**config.mk**
```make
export PLATFORM = sky130hd
export DESIGN_NAME = regfile_mp
export DESIGN_NICKNAME = d
export VERILOG_FILES = /design/src/rtl/regfile_mp.sv
export SDC_FILE = /design/constraint.sdc
export NUM_CORES = 1
export LEC_CHECK = 0
export ABC_AREA = 1
export CORE_MARGIN = 2
export CORE_UTILIZATION = 47
export CTS_BUF_LIST = sky130_fd_sc_hd__clkbuf_8
export CTS_CLUSTER_DIAMETER = 200
export DETAILED_ROUTE_END_ITERATION = 12
export DONT_BUFFER_PORTS = 1
export PLACE_DENSITY_LB_ADDON = 0.2
export SLEW_MARGIN = 5
export SYNTH_ARGS = -nofsm -noshare
export SYNTH_HDL_FRONTEND = slang
export SYNTH_SLANG_ARGS = --single-unit
```
**constraint.sdc**
```tcl
create_clock -name clk -period 1.1 [get_ports clk]
set_input_delay 0.22 -clock clk [delete_from_list [all_inputs] [get_ports clk]]
set_output_delay 0.22 -clock clk [all_outputs]
set_load 0.01 [all_outputs]
```
**src/rtl/regfile_mp.sv**
```systemverilog
// regfile_mp -- multi-port register file with one write port and two
// registered read ports.
//
// Ports:
//   clk        : sole clock, rising-edge active
//   reset      : synchronous active-high reset; clears registers, read
//                outputs and valid flags
//   write      : write enable
//   writenum   : write address (AW bits); addresses >= NREGS are ignored
//   data_in    : write data (WIDTH bits)
//   readnum_a  : read port A address
//   readnum_b  : read port B address
//   data_out_a : registered read data, port A (0 for addresses >= NREGS)
//   data_out_b : registered read data, port B (0 for addresses >= NREGS)
//   valid      : bit i set once register i has been written since reset
//
// Configuration macro REGFILE_MP_BYPASS_EN:
//   defined   -> write-first: a read of the address being written on the
//                same edge returns data_in
//   undefined -> read-first: that read returns the pre-write value
module regfile_mp #(
    parameter int WIDTH = 16,
    parameter int NREGS = 8,
    localparam int AW = $clog2(NREGS)
) (
    input  logic             clk,
    input  logic             reset,
    input  logic             write,
    input  logic [AW-1:0]    writenum,
    input  logic [WIDTH-1:0] data_in,
    input  logic [AW-1:0]    readnum_a,
    input  logic [AW-1:0]    readnum_b,
    output logic [WIDTH-1:0] data_out_a,
    output logic [WIDTH-1:0] data_out_b,
    output logic [NREGS-1:0] valid
);

`ifdef REGFILE_MP_BYPASS_EN
    localparam bit BYPASS = 1'b1;
`else
    localparam bit BYPASS = 1'b0;
`endif

    // One extra bit so the register count itself is representable when
    // NREGS is an exact power of two.
    localparam logic [AW:0] NREGS_A = (AW + 1)'(NREGS);

    logic [WIDTH-1:0] regs [NREGS];

    logic             wr_ok;
    logic             in_a;
    logic             in_b;
    logic [WIDTH-1:0] next_a;
    logic [WIDTH-1:0] next_b;

    always_comb begin
        wr_ok  = write && ({1'b0, writenum} < NREGS_A);
        in_a   = {1'b0, readnum_a} < NREGS_A;
        in_b   = {1'b0, readnum_b} < NREGS_A;
        next_a = '0;
        next_b = '0;
        if (in_a) begin
            next_a = regs[readnum_a];
            // Write-first forwarding applies to each port on its own.
            if (BYPASS && wr_ok && (readnum_a == writenum)) begin
                next_a = data_in;
            end
        end
        if (in_b) begin
            next_b = regs[readnum_b];
            if (BYPASS && wr_ok && (readnum_b == writenum)) begin
                next_b = data_in;
            end
        end
    end

    always_ff @(posedge clk) begin
        if (reset) begin
            regs       <= '{default: '0};
            valid      <= '0;
            data_out_a <= '0;
            data_out_b <= '0;
        end else begin
            if (wr_ok) begin
                regs[writenum]  <= data_in;
                valid[writenum] <= 1'b1;
            end
            data_out_a <= next_a;
            data_out_b <= next_b;
        end
    end

endmodule

```
* Word-level counts from Yosys, hierarchy flattened *
Cells that the tools add are included.

word-level totals
  output and inout port bits = 40
  register bits after elaboration = 168
  word-level logic and storage cells = 34
  bits of input ports = 28

cells by class
  order comparisons = 6
  mux-type cells = 11
  bitwise gates (word level) = 4
  reduce and logical (&&, ||, !) cells = 2

operators by type and width
  cell                count
  $bwmux 128          1
  $bmux 16 s3         2
  $mux 16             5
  $demux 16 s3        1
  $ge 4x4->1 const B  3
  $not 3->4           3
  $or 8x8->8          1
  $lt 3x4->1 const B  1
  $lt 4x1->1 const B  1
  $demux 1 s3         1
  $ge 3x1->1 const B  1
  $logic_and 1x1->1   2
  $mux 1              1

* Depth between registers and ports, before layout *
Gate-level depths: netlist of the first run.

  word-level depth = 6
  gate-level depth with buffers = 7
  mapped depth without buffers = 6

* Least setup slack after synthesis of the first run *
OpenSTA, ideal clock, no wires.

  kind = input to register
  start = input reset
  end = register regs[119] (netlist name)
  cell stages on the path = 6
  slack = 69 ps
  buffers on the path = 3
  data required time = 972 ps
  setup time = 128 ps
  arrival time = 902 ps
  cells stage by stage = buf_2 clkinv_2 buf_4 buf_2 o21ai_0 a21oi_1

RTL lines
  what                            RTL line  source
  start: declaration              27        input logic reset,
  end signal: indexed assignment  85        regs[writenum] <= data_in;
  end: declaration                48        logic [WIDTH-1:0] regs [NREGS];

* Final worst setup path of the first run *
  start = register data_out_b[11]
  end = output data_out_b[11]

RTL lines
  what                      RTL line  source
  start: declaration        34        output logic [WIDTH-1:0] data_out_b,
  start signal: assignment  89        data_out_b <= next_b;

No word-level cell between the ends.

==> summary.md, run 1 <==
| Metric | Value |
|---|---|
| Worst Hold Slack | `~0.021 ns` |
| Post-DP HPWL | `14200 um` |
| Pre-antenna DRT Iters | `5` |
| Yosys warns | `0` |
| Initial antenna violation count | `0` |
| Synth cell types | `19` |
| H-tree depth | `4` |
| Worst-Skew Late Latency | `about 0.48 ns` |
| Final Routed Wirelength | `23600 um` |
| Worst Path Arrival | `0.87 ns` |
| Multi-input gate area | `0.00367 mm^2` |
| RSZ-0062 raised after global routing | `yes` |
| Final period util | `99.1%` |
| Die W | `around 130 um` |
| Via-to-Cell Ratio | `~5.3` |
| Worst Max-Slew Pin Slew | `between 0.5 and 0.6 ns` |
| CTS Buffer Depth | `2` |
| Syn Nets | `1253` |
| Worst Reg-to-Reg Cells | `6` |
| DP Area | `approximately 0.0085 mm^2` |
| Worst Path Required | `around 0.9 ns` |
| HP Class | `in -> reg` |
| Port Buffers | `0` |
| CP startpoint kind | `register` |
| Peak VDD IR | `roughly 0.73 mV` |
| PD cells | `1400 mW/mm^2` |
| Area share of the largest cell type after synthesis | `around two fifths` |
| Yosys top cell by area | `dfxtp_1` |
| First-pass GRT wire length | `37700 um` |
| Final net count | `between 1000 and 1500` |
| Final Hold Vio Count | `0` |
| Setup WS pre-CTS | `-0.0500 ns` |
| Placer Congestion | `about 0.8` |
| Root Driver | `clkbuf_8` |
| Core Region | `between 0.015 and 0.02 mm^2` |
| Synth Instances | `about 1200` |
| Syn-to-layout area delta | `14.1%` |
| Reg clk slew, reported paths | `about 0.10 ns` |
| Num CTS Buffers | `17` |
| Largest net degree at the start of global routing | `between 60 and 70` |
| Via Count | `slightly below 8000` |
| Synth Flop Type | `dfxtp_1` |
| Initial Util | `approximately 48%` |
| Synth Cell Area | `slightly above 0.008 mm^2` |
| Final setup viols | `0` |
| GRT overflow | `0` |
| Crit. End Element | `output pin` |
| Instance count on the critical path | `0` |
| Post-route ant nets | `0` |
| Syn Area/Cell | `~6.6 um^2` |
| Status | `finished clean` |
| Hold Path Cell Cnt | `4` |
| Die Y | `between 100 and 150 um` |
| Placed cell count | `about 1400` |
| Register area share after synthesis | `roughly two fifths` |
| Post-layout instance count excluding filler cells | `1460` |
| Setup ws final | `0.0102 ns` |
| Synth area leaders | `dfxtp_1 42%, nand2_1 15%, nand3_1 10%` |
| Tot Pwr | `about 0.013 W` |
| Fmax | `~900 MHz` |
| Synth async-reset ratio | `0%` |
| N_diodes | `0` |
| Relative slew slack | `between 60% and 70%` |
| Number of synthesized flops with an enable pin | `0` |
| Row Count | `47` |
| Vias in the first global route | `between 6000 and 7000` |
| Fin area | `a little over 0.009 mm^2` |
| Slew Limit Fails | `0` |
| Crit Path Category | `reg -> out` |
| Yosys reg bits | `roughly 170` |
| # DRC | `0` |
| Share of cells above drive strength 1 | `9.76%` |
| Initial drt markers | `approximately 650` |
| P_leak | `around 4.2 nW` |
| Sequential Area | `0.00340 mm^2` |
| CTS tree | `done` |
| GR Util All Layers | `26.6%` |
| Fillcell total | `~1600` |
| Post-CTS Setup Inserts | `0` |
| Die footprint | `approximately 0.018 mm^2` |
| Critical path fanouts, max | `1` |
| Routed wire per std cell | `approximately 16 um` |
| Final min period | `approximately 1.1 ns` |
| Setup Skew | `approximately 0.013 ns` |
| Clock Sinks | `approximately 170` |
| Max-cap violations | `0` |
| Boundary Pins | `68` |
==> cell usage after synthesis (5+ instances only) <==
master    number
a21oi_1      135
buf_2         44
buf_6         11
clkbuf_1      25
dfxtp_1      168
inv_1        134
nand2_1      324
nand2_2        5
nand3_1      160
nor2_1        73
o21ai_0       70
o21ai_1       58
==> final cells by class <==
type                            count  share of cell area [%]
Clock inverter                     13                    1.60
Timing Repair Buffer               71                    9.71
Multi-Input combinational cell    830                    40.1
Sequential cell                   168                    37.1
Inverter                          139                    5.70
Tap cell                          220                    3.00
Clock buffer                       19                    2.85
==> stage by stage <==
stage,TNS [ns],util [%]
after detailed placement,-0.509,50.8
after floorplan,0,-
after CTS,-0.00982,55.0
final,0,55.1
after global routing,-0.0267,55.1
after global placement,-0.00824,50.8
==> logic make-up after synthesis <==
| family | count (synthesis) | share of synthesized area (%) |
|---|---|---|
| AO/OA/AOI/OAI | 263 | 16.4 |
| buffers and inverters | 227 | 12.5 |
| flip-flops | 168 | 41.8 |
| AND/OR/NAND/NOR | 567 | 29.3 |
==> worst paths after layout <==
| kind | startpoint | end | slack (ns) |
|---|---|---|---|
| setup / recovery | data_out_b[11] | data_out_b[11] | 0.01 |
| hold / removal | readnum_a[1] | data_out_a[9] | 0.02 |
| setup reg to reg | regs[5] | data_out_a[5] | 0.12 |
| hold reg to reg | regs[72] | regs[72] | 0.48 |
==> layout by cell type, fill, tap and decap left out, drive strengths merged <==
cell type	Yosys	final
dlygate4sd3	0	23
clkinv	1	4
nor2	78	78
nand3	160	160
o21ai	128	128
clkinvlp	0	4
clkbuf	28	19
bufinv	0	2
inv	138	142
buf	60	48
a21oi	135	135
dfxtp	168	168
nand2	329	329
==> routing by layer <==
| layer | track usage [%] | vias to the layer above | wire [um] |
|---|---|---|---|
| met4 | 6.90 | 0 | 272 |
| met3 | 5.48 | 24 | 1410 |
| met2 | 42.6 | 235 | 10900 |
| met1 | 36.6 | 3563 | 11000 |
| met5 | 0 | - | 0 |
| li1 | - | 3921 | - |
==> worst register-to-register path: stages, from the launching register on <==
cell and delay (ns):
dfxtp_1 0.31, inv_1 0.06, nand2_1 0.06, nand3_1 0.08, nand3_1 0.08, nand2_1 0.05, nor2_1 0.24
==> timing repair <==
action	4_1_cts	5_1_grt
endpoints found under the hold margin	166	0
pin swaps	0	0
gates resized for setup	18	11
setup endpoints to repair	16	13
hold buffers	25	0
==> registers in the layout (all words and copies together) (netlist names) <==
name / flops
valid: 8
regs: 128
data_out_b: 16
data_out_a: 16
==> power by group <==
part	total, W	switching (W)	internal [W]	leakage, nW
clock	0.00457	0.00241	0.00216	0.197
sequential	0.00649	0.000139	0.00635	1.38
combinational	0.00178	0.00107	0.000703	2.62
total	0.0128	0.00363	0.00922	4.20
No activity file was read; power rests on OpenSTA's default activity.
==> inputs of run 2 (changes only) <==
==> constraint.sdc (replaced) <==
create_clock -name clk -period 1 [get_ports clk]
set_input_delay 0.2 -clock clk [delete_from_list [all_inputs] [get_ports clk]]
set_output_delay 0.2 -clock clk [all_outputs]
set_load 0.01 [all_outputs]
==> run 2 against run 1 <==
The run now ends with setup timing left. Sequential share of layout area grew 0.66 points. Sequential power grew 10%. Sequential cell count is the same. Routed wire length grew 0.16%. Worst setup slack lost 0.072 ns. Combinational power grew 8%. Via count shrank 0.88%. Clock-buffer cell count grew 1. Die area is the same.
==> summary.md, run 2 (synthesis results as in run 1) <==
| Metric | Value |
|---|---|
| Status | `finished, violations left` |
| Failing checks | `setup timing` |
| Core Region | `0.0166 mm^2 (unchanged)` |
| Worst Path Arrival | `0.86 ns (about the same)` |
| Instance count on the critical path | `0 (unchanged)` |
| Fmax | `between 900 and 1000 MHz` |
| FF-to-FF Start | `regs[15]` |
| Crit path from | `data_out_b[11]` |
| Worst Reg-to-Reg Cells | `6 (unchanged)` |
| Hold_sp | `readnum_b[1]` |
| Via-to-Cell Ratio | `5.28 (-0.40%)` |
| Commonest non-fill, non-tap cells in the layout | `323 x nand2_1, 160 x nand3_1, 135 x a21oi_1` |
| Initial antenna violation count | `1 (+1)` |
| Post-CTS Setup Inserts | `0 (unchanged)` |
| RSZ-0062 raised after global routing | `yes` |
| Die Y | `135 um (unchanged)` |
| Num CTS Buffers | `17 (unchanged)` |
| Final Routed Wirelength | `23600 um (+0.16%)` |
| Share of cells above drive strength 1 | `11.5% (+1.8 points)` |
| Initial Util | `48.3% (unchanged)` |
| Crit. End Element | `output pin` |
| Largest regs | `regs x128, data_out_a x16, data_out_b x16` |
| PD cells | `1490 mW/mm^2 (+6.5%)` |
| H-tree depth | `4 (unchanged)` |
| Setup Skew | `0.0102 ns (-0.00284 ns)` |
| Pre-antenna DRT Iters | `8 (+3)` |
| Largest net degree at the start of global routing | `66 (unchanged)` |
| Tot Pwr | `0.0136 W (+5.9%)` |
| Port Buffers | `0 (unchanged)` |
| Fillcell total | `1624 (-1.2%)` |
| Relative slew slack | `60.8% (-2.1 points)` |
| Die W | `135 um (unchanged)` |
| Max FFs per register | `128 (unchanged)` |
| Placer Congestion | `0.829 (+4.2%)` |
| Post-route ant nets | `0 (unchanged)` |
| Commonest non-fill, non-tap cell in the layout | `nand2_1` |
| Critical Path End | `data_out_b[11]` |
| Vias in the first global route | `7004 (+0.57%)` |
| Worst Max-Slew Pin Slew | `0.588 ns (+0.0330 ns)` |
| CTS Buffer Depth | `2 (unchanged)` |
| Worst-Skew Late Latency | `0.47 ns (about the same)` |
| Reg power frac | `52.6% (+2.0 points)` |
| Syn-to-layout area delta | `13.4%` |
| Clock Sinks | `168 (unchanged)` |
| # DRC | `0 (unchanged)` |
| First-pass GRT wire length | `37500 um (-0.66%)` |
| Peak VDD IR | `0.898 mV (+23%)` |
| Psw | `0.00374 W (+3.2%)` |
| GRT overflow | `0 (unchanged)` |
| Reg clk slew, reported paths | `0.08 ns (-0.02 ns)` |
| R2R Path End | `data_out_a[15]` |
| Max-cap violations | `0 (unchanged)` |
| Via Count | `7675 (-0.88%)` |
| CP startpoint kind | `register` |
| Comb power frac | `14.2% (+0.4 points)` |
| Initial drt markers | `559 (-14%)` |
| Slew Limit Fails | `0 (unchanged)` |
| Placed cell count | `1399 (-0.29%)` |
| Row Count | `47 (unchanged)` |
| Final setup viols | `40 (+40)` |
| Worst Path Required | `0.80 ns (-0.08 ns)` |
| CTS tree | `done` |
| Boundary Pins | `68 (unchanged)` |
| Critical path fanouts, max | `1 (unchanged)` |
| GR Util All Layers | `26.6% (about the same)` |
| Int Power | `0.00985 W (+6.9%)` |
| Reg2Reg Setup Slack | `0.05 ns (-0.07 ns)` |
| Post-DP HPWL | `14000 um (-1.1%)` |
| Final period util | `106%` |
| Final min period | `~1.1 ns` |
| Final net count | `1247 (-0.64%)` |
| Setup ws final | `-0.0619 ns (-0.0721 ns)` |
| Final Hold Vio Count | `0 (unchanged)` |
| Switching share of power | `27.5% (-0.72 points)` |
| HP Class | `in -> reg` |
| Crit Path Category | `reg -> out` |
| P_leak | `4.18 nW (-0.33%)` |
| Post-layout instance count excluding filler cells | `1453 (-0.48%)` |
| Die footprint | `0.0182 mm^2 (unchanged)` |
| Routed wire per std cell | `16.2 um (+0.64%)` |
| Root Driver | `clkbuf_8` |
| Largest Register | `regs` |
| Clk pwr share | `33.2% (-2.4 points)` |
[run 2: changes by cell type in the layout (fill, tap and decap cells not counted), moves of 5 or more]
cell      previous run  this run
dfxtp_1            141       124
dfxtp_4              2         9
clkinv_2             1         6
dfxtp_2             25        35
inv_2                4        11
buf_4               24        19
[run 2: through the flow]
step | cell area (um^2) | setup WS [ns] | hold slack (ns) | TNS (ns) | util (%)
3_5_place_dp | 8430 | -0.113 | 0.277 | -2.56 | 50.6
5_1_grt | 9120 | -0.103 | 0.00397 | -2.46 | 54.8
4_1_cts | 9080 | -0.0764 | 0.00112 | -1.73 | 54.6
6_report | 9120 | -0.0619 | 0.0145 | -0.973 | 54.8
2_1_floorplan | 8040 | 0.0147 | 0.373 | 0 | -
3_3_place_gp | 8430 | -0.0692 | 0.274 | -1.57 | 50.6
[run 2: layer usage]
layer	vias up	routed length [um]	global-route usage, %
met5	-	0	0
met1	3433	10400	35.1
met3	31	1970	6.61
met4	0	355	7.49
met2	303	10800	43.3
li1	3908	-	-
[run 2: worst min-delay path by stage]
stage,endpoint,slack (ns),cells after the start
floorplan,regs[33],0.37,2
CTS,data_out_b[4],0.001,4
global route,data_out_a[12],0.004,4
detailed placement,valid[0],0.28,1
global placement,valid[3],0.27,1
finish,data_out_b[1],0.01,4
[run 2: cell type report]
class | count | area (um^2) | share of cell area [%]
Antenna cell | 1 | 2.50 | 0.0274
Clock buffer | 20 | 275 | 3.02
Timing Repair Buffer | 63 | 826 | 9.06
Multi-Input combinational cell | 830 | 3690 | 40.4
Tap cell | 220 | 275 | 3.02
Clock inverter | 12 | 86.3 | 0.947
Sequential cell | 168 | 3440 | 37.7
Inverter | 139 | 523 | 5.74
[run 2: power by group through the flow]
stage	sequential, W	combinational [W]	clock, W
6_report	0.00715	0.00193	0.00451
5_1_grt	0.00718	0.00218	0.00493
4_1_cts	0.00716	0.00191	0.00461
3_5_place_dp	0.00730	0.00169	0
3_3_place_gp	0.00729	0.00167	0
2_1_floorplan	0.00725	0.00138	0
[run 2: repair_timing]
item | in CTS | in global routing
pin swaps | 0 | 6
setup endpoints to repair | 40 | 52
hold endpoints to repair | 168 | 1
resized for setup | 45 | 21
hold buffers | 21 | 1
==> inputs of run 3 (changes only) <==
--- a/config.mk
+++ b/config.mk
@@ -7,7 +7,7 @@
 export LEC_CHECK = 0
 export ABC_AREA = 1
 export CORE_MARGIN = 2
-export CORE_UTILIZATION = 47
+export CORE_UTILIZATION = 45
 export CTS_BUF_LIST = sky130_fd_sc_hd__clkbuf_8
 export CTS_CLUSTER_DIAMETER = 200
 export DETAILED_ROUTE_END_ITERATION = 12
==> run 3 against run 2 <==
The flow still finishes with violations (setup timing). Critical path type unchanged. Global-route usage decreased by 0.94 points. Largest power group unchanged. Clock skew is 0.0025 ns lower. First-iteration DRC count is 44% higher. Sequential power about the same.
==> summary.md, run 3 (synthesis results as in run 1) <==
| Metric | Value |
|---|---|
| Post-route ant nets | `0 (unchanged)` |
| Met2 WL | `10400 um (-3.9%)` |
| Reg clk slew, reported paths | `0.09 ns (about the same)` |
| Hold_sp | `readnum_b[1]` |
| # DRC | `0 (unchanged)` |
| Worst Path Arrival | `0.85 ns (about the same)` |
| Largest regs | `regs x128, data_out_a x16, data_out_b x16` |
| Post-layout instance count excluding filler cells | `1471 (+1.2%)` |
| Die Y | `138 um (+2.1%)` |
| Setup TNS | `-0.813 ns (+0.160 ns)` |
| Clk pwr share | `35.8% (+2.6 points)` |
| Sequential Area | `0.00343 mm^2 (-0.36%)` |
| Worst Hold Slack | `0.00367 ns (-0.0109 ns)` |
| Placed cell count | `1414 (+1.1%)` |
| Final Hold Vio Count | `0 (unchanged)` |
| Status | `finished, violations left` |
| CTS tree | `done` |
| Port Buffers | `0 (unchanged)` |
| Comb power frac | `14.0% (-0.2 points)` |
| Setup Skew | `0.00766 ns (-0.00251 ns)` |
| P_leak | `4.25 nW (+1.6%)` |
| Worst Hold Path EP | `data_out_b[12]` |
| Largest net degree at the start of global routing | `66 (unchanged)` |
| Reg power frac | `50.1% (-2.5 points)` |
| Die footprint | `0.0190 mm^2 (+4.3%)` |
| Peak VDD IR | `0.968 mV (+7.8%)` |
| Num CTS Buffers | `17 (unchanged)` |
| Via Count | `7742 (+0.87%)` |
| Largest Register | `regs` |
| Routed wire per std cell | `16.0 um (-1.5%)` |
| Metal-1 WL | `10800 um (+3.2%)` |
| Commonest non-fill, non-tap cells in the layout | `322 x nand2_1, 160 x nand3_1, 135 x a21oi_1` |
| Multi-input gate area | `0.00371 mm^2 (+0.54%)` |
| Boundary Pins | `68 (unchanged)` |
| Syn-to-layout area delta | `15.9%` |
| Commonest non-fill, non-tap cell in the layout | `nand2_1` |
| First-pass GRT wire length | `37400 um (-0.26%)` |
| Critical path fanouts, max | `1 (unchanged)` |
| Row Count | `48 (+2.1%)` |
| Setup ws final | `-0.0530 ns (+0.00888 ns)` |
| CTS Buffer Depth | `2 (unchanged)` |
| Initial drt markers | `807 (+44%)` |
| RSZ-0062 raised after global routing | `yes` |
| Fmax | `950 MHz (+0.84%)` |
| Clock Sinks | `168 (unchanged)` |
| Final period util | `105% (-0.89 points)` |
| Failing checks | `setup timing` |
| Worst-Skew Late Latency | `0.46 ns (about the same)` |
| Switching share of power | `27.2% (-0.30 points)` |
| Crit. End Element | `output pin` |
| Final setup viols | `40 (unchanged)` |
| Share of cells above drive strength 1 | `14.1% (+2.5 points)` |
| Die W | `138 um (+2.1%)` |
| Initial antenna violation count | `3 (+2)` |
| Worst Path Required | `0.80 ns (about the same)` |
| HP Class | `in -> reg` |
| R2R Path End | `data_out_a[2]` |
| Hold Path Cell Cnt | `4 (unchanged)` |
| H-tree depth | `4 (unchanged)` |
| Final net count | `1260 (+1.0%)` |
| Psw | `0.00388 W (+3.8%)` |
| Reg2Reg Setup Slack | `0.03 ns (-0.02 ns)` |
| Final Routed Wirelength | `23500 um (-0.27%)` |
| Relative slew slack | `63.8% (+3.1 points)` |
| Post-DP HPWL | `14200 um (+1.2%)` |
| Top Layer Used | `met5` |
| Max-cap violations | `0 (unchanged)` |
| Met3 Routed Length | `1920 um (-2.5%)` |
| Vias in the first global route | `6944 (-0.86%)` |
| Initial Util | `46.3% (-2.0 points)` |
| Worst Reg-to-Reg Cells | `7 (+1)` |
| FF-to-FF Start | `regs[98]` |
| Setup WS pre-CTS | `-0.122 ns (-0.00907 ns)` |
| Final min period | `1.05 ns (-0.00888 ns)` |
| Pre-antenna DRT Iters | `5 (-3)` |
| Max FFs per register | `128 (unchanged)` |
| Int Power | `0.0104 W (+5.4%)` |
| Root Driver | `clkbuf_8` |
| Placer Congestion | `0.826 (-0.25%)` |
| Slew Limit Fails | `0 (unchanged)` |
| GRT overflow | `0 (unchanged)` |
| GR Util All Layers | `25.6% (-0.94 points)` |
| Worst Max-Slew Pin Slew | `0.542 ns (-0.0466 ns)` |
| Via-to-Cell Ratio | `5.26 (-0.36%)` |
| CP startpoint kind | `register` |
| PD cells | `1530 mW/mm^2 (+2.6%)` |
| Crit Path Category | `reg -> out` |
| Fillcell total | `1698 (+4.6%)` |
| Core Region | `0.0174 mm^2 (+4.3%)` |
-- run 3: changes by cell type in the layout (fill, tap and decap cells not counted), moves of 7 or more --
cell	before	now
inv_1	131	118
inv_2	11	23
buf_4	19	28
nor2_1	69	62
nor2_2	8	15
-- run 3: how the worst max path moves through the flow --
stage / start / slack (ns) / cells after the start / endpoint
CTS: data_out_a[2] / -0.07 / 0 / data_out_a[2]
floorplan: readnum_b[0] / 0.01 / 7 / data_out_b[0]
global placement: writenum[0] / -0.07 / 5 / regs[5]
global route: data_out_a[2] / -0.08 / 0 / data_out_a[2]
finish: data_out_a[2] / -0.05 / 0 / data_out_a[2]
detailed placement: writenum[0] / -0.12 / 5 / regs[15]
-- run 3: layer usage --
layer  GRT usage (%)  up-vias
met4            7.45        2
met5               0        -
li1                -     3928
met1            35.3     3493
met2            40.0      285
met3            5.92       34
-- run 3: repair_timing --
item / in CTS / in global routing
setup endpoints to repair: 40 / 51
pin swaps: 0 / 6
gates resized for setup: 42 / 38
hold endpoints to repair: 165 / 4
hold buffers: 21 / 2
buffers inserted: 0 / 2
-- run 3: layout make-up --
cell class                 instances  area share [%]
timing repair buffer              76            10.3
sequential                       168            36.8
clock inverter                    13            1.68
clock buffer                      19            2.81
multi-input combinational        830            39.8
inverter                         139            5.61
tap                              225            3.02
antenna                            1          0.0268
-- run 3: through the flow --
stage | power (W) | util [%] | instance area, um^2
2_1_floorplan | 0.00863 | - | 8040
3_3_place_gp | 0.00901 | 49.2 | 8550
3_5_place_dp | 0.00904 | 49.2 | 8550
4_1_cts | 0.0143 | 53.3 | 9250
5_1_grt | 0.0149 | 53.7 | 9320
6_report | 0.0143 | 53.7 | 9320
-- run 3: power by group through the flow --
stage	registers, W	logic [W]	clock network, W
floorplan	0.00725	0.00138	0
global placement	0.00728	0.00173	0
detailed placement	0.00729	0.00175	0
CTS	0.00715	0.00196	0.00516
global route	0.00719	0.00227	0.00545
finish	0.00715	0.00200	0.00511
